[src/rtl/down_timer_pkg.sv]
// Shared definitions for the down_timer block.
//   state_e       : controller states (IDLE, RUN, DONE)
//   DEFAULT_WIDTH : default counter width in bits
package down_timer_pkg;

  localparam int DEFAULT_WIDTH = 4;

  typedef enum logic [1:0] {
    ST_IDLE = 2'd0,
    ST_RUN  = 2'd1,
    ST_DONE = 2'd2
  } state_e;

endpackage : down_timer_pkg

[src/rtl/down_timer.sv]
// Loadable down-counter with terminal-count pulse and optional auto-reload.
//
// Ports:
//   clk        in   rising-edge clock
//   reset      in   asynchronous active-low reset
//   load       in   capture load_value and start a countdown (beats enable)
//   load_value in   [WIDTH] countdown start value
//   enable     in   permit a decrement on this edge (only meaningful in RUN)
//   count      out  [WIDTH] current count, registered
//   tc         out  one-cycle terminal-count pulse, coincident with count == 0
//   busy       out  high in RUN
//   done       out  high in DONE
//   state_dbg  out  current controller state, for observation
//
// Control semantics: load and enable are level qualifiers sampled on each
// rising clk edge; there is no back-pressure, every sampled load is taken.
module down_timer
  import down_timer_pkg::*;
#(
  parameter int WIDTH       = DEFAULT_WIDTH,
  parameter bit AUTO_RELOAD = 1'b0
) (
  input  logic             clk,
  input  logic             reset,
  input  logic             load,
  input  logic [WIDTH-1:0] load_value,
  input  logic             enable,
  output logic [WIDTH-1:0] count,
  output logic             tc,
  output logic             busy,
  output logic             done,
  output state_e           state_dbg
);

  state_e           state_q, state_d;
  logic [WIDTH-1:0] count_q, count_d;
  logic [WIDTH-1:0] reload_q, reload_d;
  logic             tc_q, tc_d;

  // Decrement is only legal from RUN with a nonzero count; reaching zero
  // is the terminal-count event.
  logic dec_en;
  logic hit_zero;
  assign dec_en   = (state_q == ST_RUN) && enable && !load;
  assign hit_zero = dec_en && (count_q == WIDTH'(1));

  // State register
  always_ff @(posedge clk or negedge reset) begin
    if (!reset) begin
      state_q <= ST_IDLE;
    end else begin
      state_q <= state_d;
    end
  end

  // Next-state logic
  always_comb begin
    state_d = state_q;
    if (load) begin
      state_d = (load_value != '0) ? ST_RUN : ST_DONE;
    end else if (hit_zero && !AUTO_RELOAD) begin
      state_d = ST_DONE;
    end
  end

  // Output logic
  always_comb begin
    busy      = (state_q == ST_RUN);
    done      = (state_q == ST_DONE);
    state_dbg = state_q;
  end

  // Counter datapath
  always_comb begin
    count_d  = count_q;
    reload_d = reload_q;
    tc_d     = 1'b0;
    if (load) begin
      count_d  = load_value;
      reload_d = load_value;
    end else if (dec_en) begin
      if (count_q > WIDTH'(1)) begin
        count_d = count_q - WIDTH'(1);
      end else if (count_q == WIDTH'(1)) begin
        count_d = '0;
        tc_d    = 1'b1;
      end else begin
        // Count sits at 0 in RUN only with auto-reload: the next enabled
        // edge restarts from the stored value, giving a period of
        // reload_val + 1 enabled cycles.
        count_d = reload_q;
      end
    end
  end

  always_ff @(posedge clk or negedge reset) begin
    if (!reset) begin
      count_q  <= '0;
      reload_q <= '0;
      tc_q     <= 1'b0;
    end else begin
      count_q  <= count_d;
      reload_q <= reload_d;
      tc_q     <= tc_d;
    end
  end

  assign count = count_q;
  assign tc    = tc_q;

endmodule : down_timer

[config.mk]
export PLATFORM = sky130hd
export DESIGN_NAME = down_timer
export DESIGN_NICKNAME = d
export VERILOG_FILES = /design/src/rtl/down_timer_pkg.sv /design/src/rtl/down_timer.sv
export SDC_FILE = /design/constraint.sdc
export NUM_CORES = 1
export LEC_CHECK = 0
export BUFFER_PORTS_ARGS = -buffer_cell sky130_fd_sc_hd__buf_4
export CORE_AREA = 4 4 41 43
export CTS_CLUSTER_DIAMETER = 50
export DETAILED_ROUTE_END_ITERATION = 6
export DIE_AREA = 0 0 45 47
export PLACE_DENSITY = 0.81
export SLEW_MARGIN = 30
export SYNTH_ARGS = -nofsm -noshare
export SYNTH_HDL_FRONTEND = slang
export SYNTH_SLANG_ARGS = --single-unit
[constraint.sdc]
create_clock -name clk -period 3.15 [get_ports clk]
set_input_delay 0.315 -clock clk [delete_from_list [all_inputs] [get_ports clk]]
set_output_delay 0.315 -clock clk [all_outputs]
set_load 0.1 [all_outputs]
==> impl_metrics.ini <==
[timing]
finalHoldViolCount = 0
finalCritPeriodShare_pct = 47.5
rsz0062_at_grt = no
slew_violations = 0
setup_viol = 0
setup_tns_ps = 0
slew_headroom_pct = 69.0
fin_crit_ps = 1490
tightest_slew_ps = 459
finClkSkew_ps = 0.340
max_freq_mhz = 669

[cells_and_area]
final-seq-area_um2 = 275
n_antenna_cell = 0
final_common_cell = buf_4
drive_above_1_share_pct = 32.9
layout_common_cells = 16 x buf_4, 11 x dfrtp_1, 7 x a21oi_1
multiInputGateArea_um2 = 295
areaGrowthSynthToFinish_pct = 27.8
fill_cells = 127
fin_area_um2 = 764
fin_nets = 90

[logic_synthesis]
synth-edff-count = 0
synthesis.nets = 70
synth_flop_cell = dfrtp_1
syn_avg_cell_area_um2 = 9.97
yosysWarnings = 0
synth_cells = 60
yosysUniqueCellTypes = 24
syn_area_um2 = 598
synthArstFlopShare_pct = 100
synth-seq-area-share_pct = 46.0
synth-seq-cells = 11

[global_route]
grt-ovfl-total = 0
antenna_found_initial = 0
grt_pass1_wl_mm = 1.90
grt_pass1_vias = 449
grt_usage_pct = 12.8
grt_max_degree = 17

[detailed_routing]
vias_per_cell = 5.11
vias = 480
wire_per_inst_um = 12.4
detail_route.iter0.violations = 4
ant_nets = 0
first_pass_iters = 4
drc = 0
wirelength_mm = 1.16

[setup_path]
crit_path_max_incr_delay_ps = 440
crit_path_start_kind = register
setup.worst_path.start = count[0]
worstSetupEndpoint = count[0]
crit_arrival_ps = 1640
critPathSlowestCell = dfrtp_1
worstSetupEndpointType = register
r2r-end = count[0]
worstPathRequired_ps = 3290
reg2reg_depth = 5
path_cells = inv_1 -> ha_1 -> or3b_4 -> o211ai_1 -> a21oi_1
critPathMaxFanout = 7
rr_startpoint = count[0]
worst-setup-path-type = reg -> reg
r2r_slack_ps = 1660

[cts]
cts.clk_slew.worst_paths_ps = 60
cts_hold_buf = 1
post_cts_buffers = 0
cts.htree.levels = 1
cts-buffers-inserted = 3
clkSinkCount = 11
clk_latency_ps = 260
cts_tree = yes
cts_resized = 0
root_buffer = clkbuf_4
clock_path_buffers = 2

[die]
die_x_um = 45
die_h_um = 47
fp.dieArea_um2 = 2120
coreArea_um2 = 1300
io_pins = 17
initial_core_util_pct = 46.0
core.rowCount = 13

[pwr]
leakage_nw = 0.354
power_density_nw_per_um2 = 539
ir_worst_vdd_v = 0.000397

[placed_design]
port-buffer-count = 16
gp_congestion = 0.734
placed_cell_area_um2 = 728
dp_hpwl_um = 917

[run_status]
outcome = finished clean

[worst_hold_path]
min_path_type = in -> reg
holdPathStages = 2

[run]
cap_violations = 0
where the power goes:
group          switching (mW)  total (mW)  leakage [nW]  internal, mW
Clock                  0.0413      0.0901        0.0150        0.0489
Combinational           0.109       0.152         0.210        0.0428
Sequential             0.0158       0.170         0.129         0.154
Total                   0.166       0.412         0.354         0.246
final cells by class:
type	count	area share (%)
well taps	15	2.45
clock buffers	4	3.44
repair buffers	17	17.0
flip-flops and latches	11	36.0
inverters	5	2.45
multi-input cells	42	38.6
kinds of logic after synthesis:
logic type      share of synthesized area [%]
flops                                    46.0
simple gates                             18.0
buf+inv                                  4.60
compound gates                           19.7
fa+ha+maj                                4.18
mux                                      7.53
routing by layer:
layer | global-route usage, % | vias up | routed length, µm
met5 | 0 | - | 0
met4 | 10.5 | 0 | 15
met1 | 15.0 | 220 | 519
li1 | - | 250 | -
met2 | 20.9 | 8 | 573
met3 | 1.53 | 2 | 52
critical path, delay by kind of cell (launching register included):
family	cells	cell delay, ps
AO/OA/AOI/OAI	2	250
buffers and inverters	1	90
adder cells (fa/ha/maj)	1	190
flip-flops	1	440
AND/OR/NAND/NOR	1	410
per-stage QoR:
stage / util (%) / total power [mW] / hold WS [ps] / instances / setup WS [ps]
after floorplan: - / 0.286 / 19.4 / 60 / 439
after detailed placement: 56.0 / 0.324 / 155 / 89 / 1660
after global routing: 58.8 / 0.435 / 301 / 94 / 1530
after CTS: 58.8 / 0.418 / 296 / 94 / 1650
after global placement: 56.0 / 0.322 / 154 / 89 / 1700
final: 58.8 / 0.412 / 309 / 94 / 1660
how the worst min path moves through the flow:
stage / startpoint / to / slack [ps]
3_3_place_gp: reset / tc / 150
3_5_place_dp: reset / reload_q[2] / 160
2_1_floorplan: reset / count[0] / 20
5_1_grt: load_value[2] / reload_q[2] / 300
4_1_cts: load_value[0] / reload_q[0] / 300
6_report: load_value[0] / reload_q[0] / 310
flip-flops by register name, summed over array words and instances, names as in the netlist:
register   flops
count          4
reload_q       4
state_dbg      2
tc             1
cells in the mapped netlist, types with 2 or more instances:
library cell | instances | area share (%)
nor2_1 | 3 | 1.9
mux2_2 | 4 | 7.5
inv_1 | 5 | 3.1
a21oi_1 | 7 | 5.9
o21ai_0 | 2 | 1.7
nand2_1 | 3 | 1.9
nor2b_1 | 6 | 6.3
o211ai_1 | 2 | 2.5
dfrtp_1 | 11 | 46
ha_1 | 2 | 4.2
a211oi_1 | 2 | 2.5
No activity file was read; power rests on OpenSTA's default activity.
